`config.mk`:
```
export PLATFORM = sky130hd
export DESIGN_NAME = fetch_unit
export DESIGN_NICKNAME = d
export VERILOG_FILES = /design/src/rtl/fetch_unit.sv
export SDC_FILE = /design/constraint.sdc
export NUM_CORES = 1
export LEC_CHECK = 0
export ABC_AREA = 1
export CAP_MARGIN = 20
export CORE_UTILIZATION = 52
export DETAILED_ROUTE_END_ITERATION = 10
export GPL_TIMING_DRIVEN = 0
export PLACE_DENSITY = 0.91
export SETUP_SLACK_MARGIN = 0.05
export SYNTH_ARGS = -nofsm -noshare
export SYNTH_HDL_FRONTEND = slang
export SYNTH_SLANG_ARGS = --single-unit
```
`constraint.sdc`:
```
create_clock -name clk -period 4.1 [get_ports clk]
set_input_delay 0.615 -clock clk [delete_from_list [all_inputs] [get_ports clk]]
set_output_delay 0.615 -clock clk [all_outputs]
set_load 0.1 [all_outputs]
```
`src/rtl/fetch_unit.sv`:
```
// Instruction fetch front end: drives the ROM word address, tags each fetched
// word with its PC and buffers it in a 2-entry FIFO toward decode.
module fetch_unit #(
    parameter logic [31:0] RESET_PC = 32'h0000_0000,
    parameter int          ADDR_W   = 16
) (
    input  logic              clk,
    input  logic              rst,
    output logic [ADDR_W-1:0] imem_addr,
    input  logic [31:0]       imem_data,
    input  logic              redirect_valid,
    input  logic [31:0]       redirect_pc,
    output logic              inst_valid,
    input  logic              inst_ready,
    output logic [31:0]       inst,
    output logic [31:0]       inst_pc
);

    localparam logic [31:0] RESET_PC_ALIGNED = RESET_PC & 32'hFFFF_FFFC;
    localparam logic [31:0] NOP_WORD         = 32'h0000_0033;

    logic [31:0] fetch_pc;
    logic [31:0] pc_q   [2];
    logic [31:0] word_q [2];
    logic [1:0]  count;
    logic        wr_ptr;
    logic        rd_ptr;
    logic        push;
    logic        pop;

    // Word address wraps naturally by truncation; inst_pc keeps the full PC.
    assign imem_addr  = fetch_pc[ADDR_W+1:2];

    assign inst       = word_q[rd_ptr];
    assign inst_pc    = pc_q[rd_ptr];
    assign inst_valid = (count != 2'd0) && !redirect_valid;
    assign pop        = inst_valid && inst_ready;
    assign push       = !redirect_valid && ((count < 2'd2) || pop);

    always_ff @(posedge clk) begin
        if (rst) begin
            fetch_pc <= RESET_PC_ALIGNED;
            count    <= 2'd0;
            wr_ptr   <= 1'b0;
            rd_ptr   <= 1'b0;
            for (int i = 0; i < 2; i++) begin
                pc_q[i]   <= 32'h0;
                word_q[i] <= NOP_WORD;
            end
        end else if (redirect_valid) begin
            fetch_pc <= redirect_pc & 32'hFFFF_FFFC;
            count    <= 2'd0;
            wr_ptr   <= 1'b0;
            rd_ptr   <= 1'b0;
        end else begin
            if (push) begin
                pc_q[wr_ptr]   <= fetch_pc;
                word_q[wr_ptr] <= imem_data;
                wr_ptr         <= ~wr_ptr;
                fetch_pc       <= fetch_pc + 32'd4;
            end
            if (pop) begin
                rd_ptr <= ~rd_ptr;
            end
            if (push && !pop) begin
                count <= count + 2'd1;
            end else if (pop && !push) begin
                count <= count - 2'd1;
            end
        end
    end

endmodule

```
== Yosys cells after proc, flatten, opt, wreduce, memory -nomap -nowiden ==
Memories as Yosys holds them, arrays and structs flattened. A register that Yosys moved wholly into a read port is not among the register bits.
Cells that the tools add are included.

* Register bits: 36
* Bits in latches: 0
* Bits in writable memories: 128
* Bits in read-only memories: 0
* Input bits: 68
* Output and inout port bits: 81
* Word-level logic and storage cells: 48
* Memories kept: 2

{| class="wikitable"
|+ Memories
! memory !! depth !! width !! rd ports !! clocked after memory_dff !! write ports !! line !! source
|-
| pc_q || 2 || 32 || 1 || 1 || 2 || 23 || <nowiki>logic [31:0] pc_q [2];</nowiki>
|-
| word_q || 2 || 32 || 1 || 1 || 2 || 24 || <nowiki>logic [31:0] word_q [2];</nowiki>
|}

* Add/sub/neg operators: 3
* $mul: 0
* Divide/modulo/power cells: 0
* $lt $le $gt $ge: 1
* Equality and inequality tests: 0
* Shift-type cells: 0
* Multiplexer cells: 20
* Bitwise operators: 2
* Reduce and logical (&&, ||, !) cells: 15

{| class="wikitable"
|+ Operators by type and width
! kind !! number
|-
| $mux 32 || 4
|-
| $reduce_or 32->1 || 2
|-
| $add 32x3->32 const B || 1
|-
| $mux 1 || 14
|-
| $reduce_bool 2->1 || 3
|-
| $logic_and 1x1->1 || 5
|-
| $mux 2 || 2
|-
| $logic_not 1->1 || 3
|-
| $add 2x1->2 const B || 1
|-
| $lt 2x2->1 const B || 1
|-
| $not 1->1 || 2
|-
| $reduce_or 2->1 || 1
|-
| $sub 2x1->2 const B || 1
|-
| $logic_or 1x1->1 || 1
|}

== Logic depth before layout (Yosys ltp) ==
* Word-level depth: 11
* Gate-level depth with buffers: 12
* Gate-level depth less buffers: 11

== Worst setup path after synthesis ==
OpenSTA, ideal clock, no wires.

* Path kind: input -> register
* From: input port redirect_valid
* To: memory pc_q[0][10], enable pin
* Setup time: 0.422 ns
* Arrival time: 3.433 ns
* Required time: 3.678 ns
* Path slack: 0.245 ns
* Cell stages on the path: 9
* Buffers on the path: 2
* Path through: a21oi_4 > nand2_2 > nand2_2 > inv_2 > nor3_4 > inv_2 > buf_6 > buf_6 > nand2_1

{| class="wikitable"
|+ RTL lines
! element !! line !! source
|-
| from (decl) || 11 || <nowiki>input logic redirect_valid,</nowiki>
|-
| to (decl) || 23 ||
|}

==> qor.yml <==
status: "complete, no violations"
synthToLayoutAreaGrowth_pct: 29.31
pin_count: 149
yosysSeqAreaShare_pct: 57.81
grt_pass1_vias: 5793
skew_ns: 0.008591
finalInstanceArea_mm2: 0.009897
final_cell_mix: "nor2_1 (165), nand2_1 (147), clkdlybuf4s50_1 (144), edfxtp_1 (124), inv_1 (100)"
cts_hold_buf: 0
worst_slew_pin_slew_ns: 1.046
cts_resized: 0
antenna_found_initial: 0
critPathCaptureType: "output pin"
critPathBufInv: 3
placed_area_mm2: 0.009339
wl_per_cell_um: 16.02
rsz0062_at_grt: "false"
core-area_mm2: 0.01410
start_util_pct: 54.30
cap_violations: 0
grt_overflow: 0
antenna_cells: 0
cts_sinks: 159
reg2reg_slack_ns: 1.38
clkSlewWorstSetupHoldPaths_ns: 0.06
worstSetupPathType: "flop to output pin"
dp_hpwl_um: 12930
die_w_um: 123.3
post-route-period-util_pct: 88.06
cts_tree: "done"
finalHoldViolCount: 0
layout_commonest_cell: "nor2_1"
io_buffers: 144
place_inst: 1128
ir_worst_vdd_mv: 0.2637
synth_seq_cells: 159
drc: 0
first_iter_violations: 640
root_buffer: "clkbuf_16"
path_delay_family: "buffers and inverters"
postCtsSetupRepairBufs: 0
layout-drive-gt1-share_pct: 12.76
final_nets: 1037
power_density_mw_per_mm2: 434.3
hold_path_class: "flop to flop"
cts-buffers-inserted: 17
timing.fmax_mhz: 277.0
drtAntennaViolNets: 0
maxSlewHeadroom_pct: 30.05
clkLatencyLatePin_ns: 0.43
synth_area_mm2: 0.007654
synth_cells: 803
track_usage_pct: 25.46
cp-start-kind: "flop"
vias: 5978
cp_data_required_time_ns: 3.48
gp_congestion: 0.9316
cp_max_fo: 10
totalPowerFinal_mw: 4.298
dieArea_mm2: 0.01521
post_layout_nonfiller_instances: 1160
cp_cell_sequence: "clkbuf_1, clkbuf_1, mux2_2, clkdlybuf4s50_1"
die_h_um: 123.3
final-setup-viol-count: 0
clock_path_buffers: 2
maxSlewViolCount: 0
grt_start_max_net_pins: 63
power.leakage_nw: 3.906
grt_pass1_wl_um: 28680
rows: 43
synth_warnings: 0
syn_avg_cell_area_um2: 9.531
crit_top_cell: "clkbuf_1"
synthDistinctLibCells: 28
dr.pass1.iters: 5
worst_ep_arrival_time_ns: 3.00
crit_path_max_incr_delay_ns: 1.14
wl_um: 18590
slowest_stage: "clkdlybuf4s50_1"
via_per_inst: 5.153
min_period_ns: 3.610
ctsHtreeMaxLevel: 4
## sequential cells by signal, summed over array words and instances (netlist names), named ones only
| name | cells |
|---|---|
| rd_ptr | 1 |
| pc_q | 60 |
| wr_ptr | 1 |
| word_q | 64 |
| count | 2 |
| fetch_pc | 30 |
## final timing paths
kind	start	end	cells after the start
worst min-delay path	rd_ptr	rd_ptr	2
worst max register to register	count[1]	pc_q[1][28]	10
worst max-delay path	flop	inst[5]	4
worst min register to register	rd_ptr	rd_ptr	2
## metal layers
metal	track usage (%)	share of wire [%]
met1	32.82	41
met2	42.88	49
met3	5.074	7.8
met4	8.584	1.6
met5	0	0
## area by class of cell
cell class,instances,area [um^2]
Fill cell,1032,4199
Sequential cell,159,4424
Multi-Input combinational cell,495,2582
Tap cell,180,225.2
Timing Repair Buffer,144,1441
Clock buffer,21,440.4
Clock inverter,11,117.6
Inverter,103,386.6
Buffer,47,279.0
## kinds of logic after synthesis
group           share of synthesized area, %
simple gates                           18.96
flops                                  57.81
buf+inv                                8.697
mux                                    9.384
compound gates                         4.087
xor+xnor                              0.6866
fa+ha+maj                             0.3269
other cells                          0.04900
## synthesized netlist by cell type (all sizes together)
library cell    n  share of area (%)
a22oi           1              0.098
o21ai          22                1.4
xor2            6               0.69
inv           103                5.1
nor3            6               0.69
conb            1              0.049
dfxtp          35                9.2
a211oi          1              0.098
nand2         151                7.5
edfxtp        124                 49
ha              2               0.33
nand3b          1              0.098
buf            27                2.7
nand3          35                2.3
mux2           62                9.1
nor2          165                8.1
nand4           4               0.33
a21oi          34                2.4
mux2i           2               0.26
clkbuf         20               0.98
a31oi           1              0.082
## stage by stage
stage	hold WS [ns]	TNS [ns]	util, %	setup slack [ns]
after floorplan	0.4705	0	-	0.2451
after global placement	0.4853	-92.61	66.15	-0.7631
after detailed placement	0.5083	0	66.25	0.6169
after CTS	0.5238	0	70.21	0.4324
after global routing	0.5469	0	70.21	0.3442
final	0.5137	0	70.21	0.4897
## worst reg2reg max path, delay by kind of cell (launching register included)
kind	cells	cell delay, ns
buffers and inverters	5	0.66
DFF	1	0.34
AOI/OAI and AO/OA	1	0.15
and+or+nand+nor	4	1.14
## power breakdown
group | switching (mW) | internal (mW) | total [mW]
clock | 0.626 | 0.892 | 1.52
combinational | 0.648 | 0.245 | 0.893
sequential | 0.0491 | 1.84 | 1.89
total | 1.32 | 2.98 | 4.30
Power figures use the tool's default switching activity.
